`config.mk`:
```
export PLATFORM = sky130hd
export DESIGN_NAME = pipe_stage_chain
export DESIGN_NICKNAME = d
export VERILOG_FILES = /design/src/rtl/pipe_stage_chain.sv
export SDC_FILE = /design/constraint.sdc
export NUM_CORES = 1
export LEC_CHECK = 0
export BUFFER_PORTS_ARGS = -buffer_cell sky130_fd_sc_hd__buf_4
export CORE_ASPECT_RATIO = 1.5
export CORE_MARGIN = 10
export CORE_UTILIZATION = 50
export DETAILED_ROUTE_END_ITERATION = 7
export PLACE_DENSITY = 0.74
export SYNTH_ARGS = -nofsm -noshare
export SYNTH_HDL_FRONTEND = slang
export SYNTH_SLANG_ARGS = --single-unit
```
`constraint.sdc`:
```
create_clock -name clk -period 4.6 [get_ports clk]
set_input_delay 0.46 -clock clk [delete_from_list [all_inputs] [get_ports clk]]
set_output_delay 0.46 -clock clk [all_outputs]
set_load 0.05 [all_outputs]
```
`src/rtl/pipe_stage_chain.sv`:
```
// Parametrised valid/ready stage-register chain with per-stage stall/flush; optional perf counters under PIPE_CHAIN_PERF_EN.
// Latency DEPTH cycles, one item/cycle; COLLAPSE=1 lets bubbles fill behind a blocked stage, COLLAPSE=0 freezes in lockstep.
module pipe_stage_chain #(
  parameter int WIDTH    = 32,
  parameter int DEPTH    = 4,
  parameter int COLLAPSE = 1,
  parameter int CNT_W    = 16
) (
  input  logic             clk,
  input  logic             rst,
  input  logic             in_valid,
  input  logic [WIDTH-1:0] in_data,
  output logic             in_ready,
  output logic             out_valid,
  output logic [WIDTH-1:0] out_data,
  input  logic             out_ready,
  input  logic [DEPTH-1:0] stall,
  input  logic [DEPTH-1:0] flush,
  output logic [3:0]       occupancy,
  output logic [CNT_W-1:0] perf_stall,
  output logic [CNT_W-1:0] perf_flush,
  output logic [CNT_W-1:0] perf_out
);

  logic [DEPTH-1:0] v;
  logic [DEPTH-1:0] ev;
  logic [DEPTH-1:0] off;
  logic [DEPTH-1:0] rdy;
  logic [DEPTH-1:0] v_nxt;
  logic [3:0]       occ_nxt;
  logic [WIDTH-1:0] d   [DEPTH];
  logic [WIDTH-1:0] src [DEPTH];

  assign ev        = v & ~flush;
  assign out_valid = ev[DEPTH-1] & ~stall[DEPTH-1];
  assign out_data  = d[DEPTH-1];
  assign in_ready  = rdy[0];

  // Ready ripples from the exit back to the entry, one level per stage.
  always_comb begin
    logic acc;
    rdy = '0;
    acc = (COLLAPSE != 0) ? out_ready : (out_ready | ~ev[DEPTH-1]);
    for (int i = DEPTH-1; i >= 0; i--) begin
      if (COLLAPSE != 0) acc = ~stall[i] & (~ev[i] | acc);
      else               acc = acc & ~stall[i];
      rdy[i] = acc;
    end
  end

  always_comb begin
    off    = '0;
    off[0] = in_valid;
    src[0] = in_data;
    for (int i = 1; i < DEPTH; i++) begin
      off[i] = ev[i-1] & ~stall[i-1];
      src[i] = d[i-1];
    end
  end

  always_comb begin
    v_nxt   = '0;
    occ_nxt = '0;
    for (int i = 0; i < DEPTH; i++) begin
      v_nxt[i] = rdy[i] ? off[i] : ev[i];
      occ_nxt  = occ_nxt + {3'b000, v_nxt[i]};
    end
  end

  always_ff @(posedge clk or posedge rst) begin
    if (rst) begin
      v         <= '0;
      occupancy <= '0;
      for (int i = 0; i < DEPTH; i++) d[i] <= '0;
    end else begin
      v         <= v_nxt;
      occupancy <= occ_nxt;
      // Payload only moves with a real offer, so idle stages never toggle.
      for (int i = 0; i < DEPTH; i++) begin
        if (rdy[i] && off[i]) d[i] <= src[i];
      end
    end
  end

`ifdef PIPE_CHAIN_PERF_EN
  logic [CNT_W-1:0] kill_cnt;

  always_comb begin
    kill_cnt = '0;
    for (int i = 0; i < DEPTH; i++) begin
      kill_cnt = kill_cnt + {{(CNT_W-1){1'b0}}, v[i] & flush[i]};
    end
  end

  always_ff @(posedge clk or posedge rst) begin
    if (rst) begin
      perf_stall <= '0;
      perf_flush <= '0;
      perf_out   <= '0;
    end else begin
      perf_stall <= perf_stall + {{(CNT_W-1){1'b0}}, in_valid & ~in_ready};
      perf_flush <= perf_flush + kill_cnt;
      perf_out   <= perf_out + {{(CNT_W-1){1'b0}}, out_valid & out_ready};
    end
  end
`else
  assign perf_stall = '0;
  assign perf_flush = '0;
  assign perf_out   = '0;
`endif

endmodule
```
==> flow_summary.toml <==
[grt]
grt.total_usage_pct = 12.7
grt_pass1_vias = 3255
grt_pass1_wl_um = 16500
grt_max_degree = 99
antenna_found_initial = 0
grt_overflow = 0

[worst_setup_path]
worstSetupPathType = "flop to flop"
r2r-end = "occupancy[1]"
critPathTopFamily = "adder cells"
worstPathCellList = "nor3b_4 > nor4_4 > o21ai_4 > buf_4 > o21a_1 > fa_1 > inv_1 > ha_1 > ha_1"
arrival_ns = 2.79
cp_max_fo = 34
cp_data_required_time_ns = 4.89
r2r_cells = 9
rr_startpoint = "v[3]"
worst_path_most_repeated_cell = "ha_1"
ff2ff_setup_slack_ns = 2.09
critPathCaptureType = "flop"
worst-path-buf-inv = 2
cp_slowest_cell = "fa_1"
start_kind = "flop"
slowest_delay_ns = 0.50

[sta]
finalCritPeriodShare_pct = 54.5
tightest_slew_ns = 0.917
fmax_ghz = 0.399
final_max_slew_viol_count = 0
fin_worst_skew_ns = 0.0100
slew_headroom_pct = 38.8
hold_violations = 0
finalSetupViolations = 0
finalCriticalPeriod_ns = 2.51
rsz0062_at_grt = "no"
tns_ns = 0

[layout]
utilization_pct = 58.5
area_delta_synth_final_pct = 13.9
fin_nets = 500
fill_cells = 921
layout-drive-gt1-share_pct = 52.7
diodes = 0
final_cell_count_no_fill = 613

[clocking]
h-tree-depth = 4
root_buffer = "clkbuf_16"
cts_buffer_depth = 2
numClockSinks = 135
cts_hold_buf = 0
cts_buffers = 17
cts_setup_buffers = 0
ctsResizeCount = 0
cts_tree = "built"
clkLatencyLatePin_ns = 0.40
clkTransAtPathRegs_ns = 0.05

[yosys]
synth_compound_area_share_pct = 1.72
synth_xor_area_share_pct = 0
netlist_top_cells_area = "dfrtp_1 57%, mux2_2 19%, buf_4 11%, mux2_4 7.1%, buf_12 1.0%"
synth_top_area_share_pct = 56.7
ys_seq_elements = 135
ys_types = 31
netlist_area_um2 = 5960
synth-simple-area-share_pct = 2.33
synth_ff_type = "dfrtp_1"
synth.area.mux_share_pct = 26.0
ys_warn_count = 0
synth_top_area_cell = "dfrtp_1"
async_flop_share_pct = 100
synth_top_family_by_area = "multiplexers"
avgSynthCellArea_um2 = 15.0
synth-adder-area-share_pct = 0.756
synth-edff-count = 0
yosysSeqAreaShare_pct = 56.7
synth_cells = 396

[die]
die_h_um = 154
fp.coreArea_um2 = 11600
die_w_um = 109
io_pins = 130
dieArea_um2 = 16800
rows = 48
start_util_pct = 51.4

[flow_run]
drv_cap = 0

[routing]
wl_per_cell_um = 17.0
route.vias.total = 2966
drt-vias-per-instance = 4.84
drcViolationCount = 0
drt.antenna.violating_nets = 0
wirelength_um = 10400
first_pass_iters = 5
initialDrtViolationCount = 85

[pwr]
power_leakage_nw = 3.46
p_per_area_nw_per_um2 = 470
peakVddDrop_v = 0.000263

[place]
numPortBuffers = 80
dp_hpwl_um = 7230
finalWeightedCongestion = 0.779
dp.cells = 584

[run_status]
status = "completed"

[min_path]
hold_class = "input pin to async pin"
## worst max path at each step
stage / slack (ns) / end / cells past startpoint / startpoint
finish: 2.09 / occupancy[1] / 9 / v[3]
global route: 1.91 / occupancy[1] / 6 / v[3]
CTS: 2.08 / occupancy[1] / 9 / v[3]
detailed placement: 1.86 / occupancy[1] / 10 / flush[2]
global placement: 1.90 / occupancy[1] / 10 / flush[2]
floorplan: 0.53 / d[100] / 1 / rst
## kinds of logic after synthesis
kind of cell / count (synthesis)
other: 1
DFF: 135
adders and majority gates: 3
buffers and inverters: 97
and+or+nand+nor: 20
AOI/OAI and AO/OA: 12
muxes: 128
## cells in the mapped netlist, types with 2 or more instances
| cell type | n |
|---|---|
| nand2b_1 | 3 |
| nor2_1 | 5 |
| ha_1 | 2 |
| nor2b_1 | 4 |
| buf_12 | 3 |
| inv_1 | 3 |
| mux2_2 | 99 |
| o21ai_0 | 3 |
| o21bai_1 | 2 |
| dfrtp_1 | 135 |
| o21a_1 | 2 |
| buf_2 | 6 |
| mux2_4 | 28 |
| buf_4 | 84 |
## per-stage QoR
stage	setup slack, ns	instance area (µm²)	power (W)	hold slack (ns)
3_3_place_gp	1.90	6240	0.00195	0.482
5_1_grt	1.91	6780	0.00334	0.272
3_5_place_dp	1.86	6240	0.00199	0.488
6_report	2.09	6780	0.00319	0.236
4_1_cts	2.08	6780	0.00323	0.258
2_1_floorplan	0.529	6140	0.00190	0.460
## layer usage
metal | track usage [%] | part of all wire [%] | vias up
met3 | 5.15 | 9.6 | 12
met4 | 5.10 | 1.1 | 0
li1 | - | - | 1340
met2 | 21.3 | 51 | 105
met5 | 0 | 0 | -
met1 | 13.7 | 38 | 1509
## state kept, by name (all words and copies together), names as in the netlist
signal     count
d             96
occupancy      3
out_data      32
v              4
## where the power goes
group / switching, W / internal [W]
sequential: 0.000110 / 0.00142
clock: 0.000444 / 0.000788
combinational: 0.000219 / 0.000213
total: 0.000773 / 0.00242
## cell type report
cell class              count  area, µm²  share of cell area (%)
well taps                 150        188                    2.77
repair buffers             84        631                    9.30
clock buffers              25        495                    7.30
multi-input cells         212       2030                    29.9
clock inverters             4       45.0                   0.664
inverters                   3       16.3                   0.240
flip-flops and latches    135       3380                    49.8
## cell usage in the layout (no fill, tap or decap)
cell type	instances
a21o_1	1
a21oi_1	1
and2_1	1
buf_4	84
bufinv_16	1
clkbuf_1	4
clkbuf_16	17
clkbuf_8	4
clkinv_2	3
conb_1	49
dfrtp_1	135
fa_1	1
ha_1	2
inv_1	2
inv_6	1
mux2_1	1
mux2_2	99
mux2_4	28
nand2b_1	3
nand3_2	1
nor2_1	5
nor2b_1	4
nor3_1	1
nor3b_4	1
nor4_4	1
o21a_1	2
o21ai_0	3
o21ai_4	1
o21bai_1	2
o2bb2ai_2	1
o31ai_4	1
or2_1	1
or2b_1	1
or3_2	1
(Power assumes the default switching activity.)
